<file path="config.mk">
export PLATFORM = sky130hd
export DESIGN_NAME = module_alu_input_sequencer
export DESIGN_NICKNAME = d
export VERILOG_FILES = /design/src/rtl/module_alu_input_sequencer_pkg.sv /design/src/rtl/module_alu_input_sequencer_edge_detect.sv /design/src/rtl/module_alu_input_sequencer.sv
export SDC_FILE = /design/constraint.sdc
export NUM_CORES = 1
export LEC_CHECK = 0
export ABC_AREA = 1
export ABC_CLOCK_PERIOD_IN_PS = 1750
export CAP_MARGIN = 20
export CORE_UTILIZATION = 46
export DETAILED_ROUTE_END_ITERATION = 8
export PLACE_DENSITY = 0.78
export RECOVER_POWER = 50
export SLEW_MARGIN = 20
export SYNTH_ARGS = -nofsm -noshare
export SYNTH_HDL_FRONTEND = slang
export SYNTH_SLANG_ARGS = --single-unit
</file>
<file path="constraint.sdc">
create_clock -name clk_i -period 1.75 [get_ports clk_i]
set_input_delay 0.35 -clock clk_i [delete_from_list [all_inputs] [get_ports clk_i]]
set_output_delay 0.35 -clock clk_i [all_outputs]
set_load 0.02 [all_outputs]
</file>
<file path="src/rtl/module_alu_input_sequencer_pkg.sv">
// Shared types for the ALU input sequencer: operand width, opcode width and
// the load-sequence state encoding.
package pkg_bits;

    localparam int OPC_W = 4;

    typedef logic [7:0] bits_t;

    typedef enum logic [1:0] {
        S_LOAD_A  = 2'd0,
        S_LOAD_B  = 2'd1,
        S_LOAD_OP = 2'd2,
        S_READY   = 2'd3
    } seq_state_t;

endpackage

</file>
<file path="src/rtl/module_alu_input_sequencer_edge_detect.sv">
// Rising-edge detector for the load button. Define ALU_SEQ_SYNC_EN to place a
// two-flop synchronizer in front of it for pad-driven inputs.
module module_edge_detect (
    input  logic clk_i,
    input  logic rst_i,
    input  logic sig_i,
    output logic rise_o
);

`ifdef ALU_SEQ_SYNC_EN
    localparam logic [1:0] ARM_CNT = 2'd3;
    logic [1:0] r_sync;
    logic       w_sig_s;

    always_ff @(posedge clk_i) begin
        if (rst_i) r_sync <= 2'b00;
        else       r_sync <= {r_sync[0], sig_i};
    end

    assign w_sig_s = r_sync[1];
`else
    localparam logic [1:0] ARM_CNT = 2'd1;
    logic w_sig_s;

    assign w_sig_s = sig_i;
`endif

    logic       r_load_q;
    logic [1:0] r_arm_cnt;

    // Edges are masked until the pipeline has re-sampled the input after
    // reset, so a button still held through reset does not count as a press.
    always_ff @(posedge clk_i) begin
        if (rst_i) begin
            r_load_q  <= 1'b0;
            r_arm_cnt <= 2'd0;
        end else begin
            r_load_q <= w_sig_s;
            if (r_arm_cnt != ARM_CNT) r_arm_cnt <= r_arm_cnt + 2'd1;
        end
    end

    assign rise_o = w_sig_s & ~r_load_q & (r_arm_cnt == ARM_CNT);

endmodule

</file>
<file path="src/rtl/module_alu_input_sequencer.sv">
// Loads ALU operands A, B and opcode from a shared switch bus, one per button
// press, and captures the ALU result once the set is complete.
module module_alu_input_sequencer
    import pkg_bits::*;
#(
    parameter logic [OPC_W-1:0] RESET_CTRL = 4'h0
) (
    input  logic             clk_i,
    input  logic             rst_i,
    input  bits_t            data_i,
    input  logic             load_i,
    input  bits_t            aluresult_i,
    input  logic             aluflags_i,
    output bits_t            alua_o,
    output bits_t            alub_o,
    output logic [OPC_W-1:0] alucontrol_o,
    output logic             aluflagin_o,
    output logic             valid_o,
    output bits_t            result_o,
    output logic             flag_o,
    output logic             result_valid_o,
    output logic [1:0]       state_o
);

    seq_state_t       r_state, w_state_nxt;
    logic             w_ev, w_ld_a, w_ld_b, w_ld_op;
    bits_t            r_alua, r_alub, r_result;
    logic [OPC_W-1:0] r_ctrl;
    logic             r_flagin, r_flag, r_result_valid;

    module_edge_detect u_edge_detect (
        .clk_i  (clk_i),
        .rst_i  (rst_i),
        .sig_i  (load_i),
        .rise_o (w_ev)
    );

    always_ff @(posedge clk_i) begin
        if (rst_i) r_state <= S_LOAD_A;
        else       r_state <= w_state_nxt;
    end

    always_comb begin
        w_state_nxt = r_state;
        w_ld_a      = 1'b0;
        w_ld_b      = 1'b0;
        w_ld_op     = 1'b0;
        if (w_ev) begin
            case (r_state)
                S_LOAD_A:  begin w_ld_a  = 1'b1; w_state_nxt = S_LOAD_B;  end
                S_LOAD_B:  begin w_ld_b  = 1'b1; w_state_nxt = S_LOAD_OP; end
                S_LOAD_OP: begin w_ld_op = 1'b1; w_state_nxt = S_READY;   end
                // A press in READY starts the next set directly with operand A.
                S_READY:   begin w_ld_a  = 1'b1; w_state_nxt = S_LOAD_B;  end
                default:   w_state_nxt = S_LOAD_A;
            endcase
        end
    end

    always_ff @(posedge clk_i) begin
        if (rst_i) begin
            r_alua   <= '0;
            r_alub   <= '0;
            r_ctrl   <= RESET_CTRL;
            r_flagin <= 1'b0;
        end else begin
            if (w_ld_a) r_alua <= data_i;
            if (w_ld_b) r_alub <= data_i;
            if (w_ld_op) begin
                r_ctrl   <= data_i[OPC_W-1:0];
                r_flagin <= data_i[OPC_W];
            end
        end
    end

    always_ff @(posedge clk_i) begin
        if (rst_i) begin
            r_result       <= '0;
            r_flag         <= 1'b0;
            r_result_valid <= 1'b0;
        end else if (w_ev && r_state == S_READY) begin
            r_result_valid <= 1'b0;
        end else if (r_state == S_READY && !r_result_valid) begin
            r_result       <= aluresult_i;
            r_flag         <= aluflags_i;
            r_result_valid <= 1'b1;
        end
    end

    assign alua_o         = r_alua;
    assign alub_o         = r_alub;
    assign alucontrol_o   = r_ctrl;
    assign aluflagin_o    = r_flagin;
    assign valid_o        = (r_state == S_READY);
    assign result_o       = r_result;
    assign flag_o         = r_flag;
    assign result_valid_o = r_result_valid;
    assign state_o        = r_state;

endmodule

</file>
==> results.md <==
- Die area: 4084 um2
- GRT overflow: 0
- Delay-heaviest family, CP: buffers and inverters
- Post-route cell area: 2376 um2
- Total power: 2.089 mW
- CP max-delay cell: clkdlybuf4s50_1
- Vias per Instance: 4.478
- Crit. End Element: primary output
- Final core utilization: 0.6490
- Combinational share of power: 0.262
- Final Skew: 0.007006 ns
- Post-Synth Adder-Cell Area: 0.02839
- Vias in the first global route: 1480
- Final-report max-slew violation count: 0
- CP startpoint kind: flop
- Final HPWL DP: 2547 um
- Clk Latency, worst-skew pair: 0.29 ns
- Stages on worst setup path: 1
- Synth Area in Compound Gates: 0.04542
- Placed inst area: between 2000 and 2500 um2
- Largest net degree at the start of global routing: 31
- Num Clock Sinks: 36
- XOR/XNOR share of the synthesized area: 0
- Via count: about 1600
- Port bufs: 53
- Routed Antenna Nets: 0
- Max Clk Rate: between 0.5 and 0.6 GHz
- Cell Count, Final, Fillers Out: 360
- WL/cell: around 10 um
- H-tree depth: 2
- TritonCTS clock tree: yes
- Hold depth: 1
- Worst hold path class: reg -> reg
- Slew headroom: 0.7355
- P_int: 1.439 mW
- Final setup violating endpoints: 0
- Yosys warning count: 0
- R2R cell count: 4
- RSZ-0062 raised after global routing: no
- Tightest Pin Transition: 0.3963 ns
- Area delta synth->final: 34.78%
- Commonest non-fill, non-tap cells in the layout: inv_1, nand2_1, clkdlybuf4s50_1
- Simple-gate share of the synthesized area: 0.3151
- Final antenna diode count: 0
- Sequential share of power: 0.443
- Top Ports: 54
- Period Utilization, post-route: 0.9702
- Post-synth top area share: 0.4088
- Max clock buf depth: 2
- Core Area: 3661 um2
- CP required: between 1 and 1.5 ns
- Clock share of power: 0.295
- Clock root buffer: clkbuf_8
- Main combinational cell family by area after synthesis: simple AND/OR/NAND/NOR gates
- Initial DRC Count: 51
- Commonest non-fill, non-tap cell in the layout: inv_1
- Max-Cap Viols: 0
- Starting density of the core: 0.4815
- Worst setup path class: reg -> out
- DIE WIDTH: roughly 64 um
- Worst IR drop on VDD: 0.6153 mV
- Cell count after synthesis: 259
- Switching pwr: 0.6497 mW
- Total Wirelength: 3712 um
- Leakage: 1.121 nW
- Cell chain of the critical path: clkdlybuf4s50_1
- Power Density: 879.3 nW/um2
- Layout cells sized above 1: 0.05769
- Mux cell area share after synthesis: 0
- Count of final hold-check violations: 0
- Post-Synthesis Cell Area: 1763 um2
- Register area share after synthesis: 0.4088
- Buf+Inv Stages, Crit Path: 1
- Setup TNS: 0 ns
- Synth cell types: 18
- Mean post-synth cell area: 6.807 um2
- Post-Syn Nets: 283
- Status: finished, final reports clean
- Resized Gates After CTS: 1
- Num CTS Buffers: 5
- Site Rows: 22
- Count of hold-fix buffers inserted at cts: 0
- DRC Markers: 0
- First-pass GRT wire length: 6320 um
- Final Critical Period: 1.698 ns
- Placed cells: about 350
- Synth area leaders: dfxtp_1, inv_1, nand2_1
- Arrival time at the worst endpoint: 1.35 ns
- Sw Share: 0.3110
- Critical Path Max Stage Delay: 0.64 ns
- Post-CTS Setup Inserts: 0
- Yosys reg bits: 36
- Final net count: 335
- Clock transition at path regs: about 0.070 ns
- GP Congestion: 0.8072
- GRT Total Usage: 0.2030
- Largest area contributor in the netlist: dfxtp_1
- Drt pass-1 iters: 4
- Height of the chip: 63.91 um
- Crit path max fanout: 4
- Antenna violations before repair: 0
## logic make-up after synthesis
kind of cell    Yosys count
simple gates            123
buf+inv                  80
fa+ha+maj                 4
compound gates           16
flops                    36
## power groups by stage
stage | Clock (mW) | Sequential (mW) | Combinational, mW
2_1_floorplan | 0 | 0.996 | 0.329
3_3_place_gp | 0 | 0.940 | 0.553
3_5_place_dp | 0 | 0.943 | 0.565
4_1_cts | 0.627 | 0.925 | 0.569
5_1_grt | 0.669 | 0.932 | 0.611
6_report | 0.617 | 0.924 | 0.548
## final timing paths
| check | from | endpoint | slack [ns] |
|---|---|---|---|
| setup / recovery | state_o[0] | state_o[0] | 0.05 |
| hold / removal | u_edge_detect.r_arm_cnt[0] | u_edge_detect.r_arm_cnt[0] | 0.46 |
| setup reg to reg | u_edge_detect.r_arm_cnt[0] | result_valid_o | 0.20 |
| hold reg to reg | u_edge_detect.r_arm_cnt[0] | u_edge_detect.r_arm_cnt[0] | 0.46 |
## cells in the mapped netlist
master     n
nand3_4    1
clkbuf_1   3
ha_1       4
a21oi_1   13
buf_6      6
inv_1     65
nand2_4    1
nand4_2    2
inv_2      2
clkinv_1   1
dfxtp_1   36
nor2_4     2
nand3_1   30
nand4_1    1
nor2_1    33
buf_4      3
o21ai_0    3
nand2_1   53
## per-stage QoR
step	hold WS, ns	setup WS [ns]
after global placement	0.4446	0.05882
after floorplan	0.4213	0.2673
after detailed placement	0.4633	0.02124
final	0.4633	0.05222
after CTS	0.4733	0.05987
after global routing	0.4938	0.008826
## routing by layer
layer  vias up  track usage  wire length [um]
met1       695       0.2331              1712
met2        51       0.3311              1688
met3         7      0.06786               237
met5         -            0                 0
met4         0       0.1080                74
li1        859            -                 -
## sequential cells by signal, indices dropped and copies added (netlist names)
| register | count |
|---|---|
| alucontrol_o | 4 |
| alub_o | 8 |
| aluflagin_o | 1 |
| u_edge_detect.r_arm_cnt | 2 |
| u_edge_detect.r_load_q | 1 |
| state_o | 2 |
| flag_o | 1 |
| alua_o | 8 |
| result_valid_o | 1 |
| result_o | 8 |
## layout make-up
type,instances,area [um2]
Inverter,68,255.2
Tap cell,48,60.06
Multi-Input combinational cell,143,678.2
Sequential cell,36,720.7
Fill cell,337,1285
Timing Repair Buffer,57,571.8
Clock buffer,8,90.09
Power figures use the tool's default switching activity.
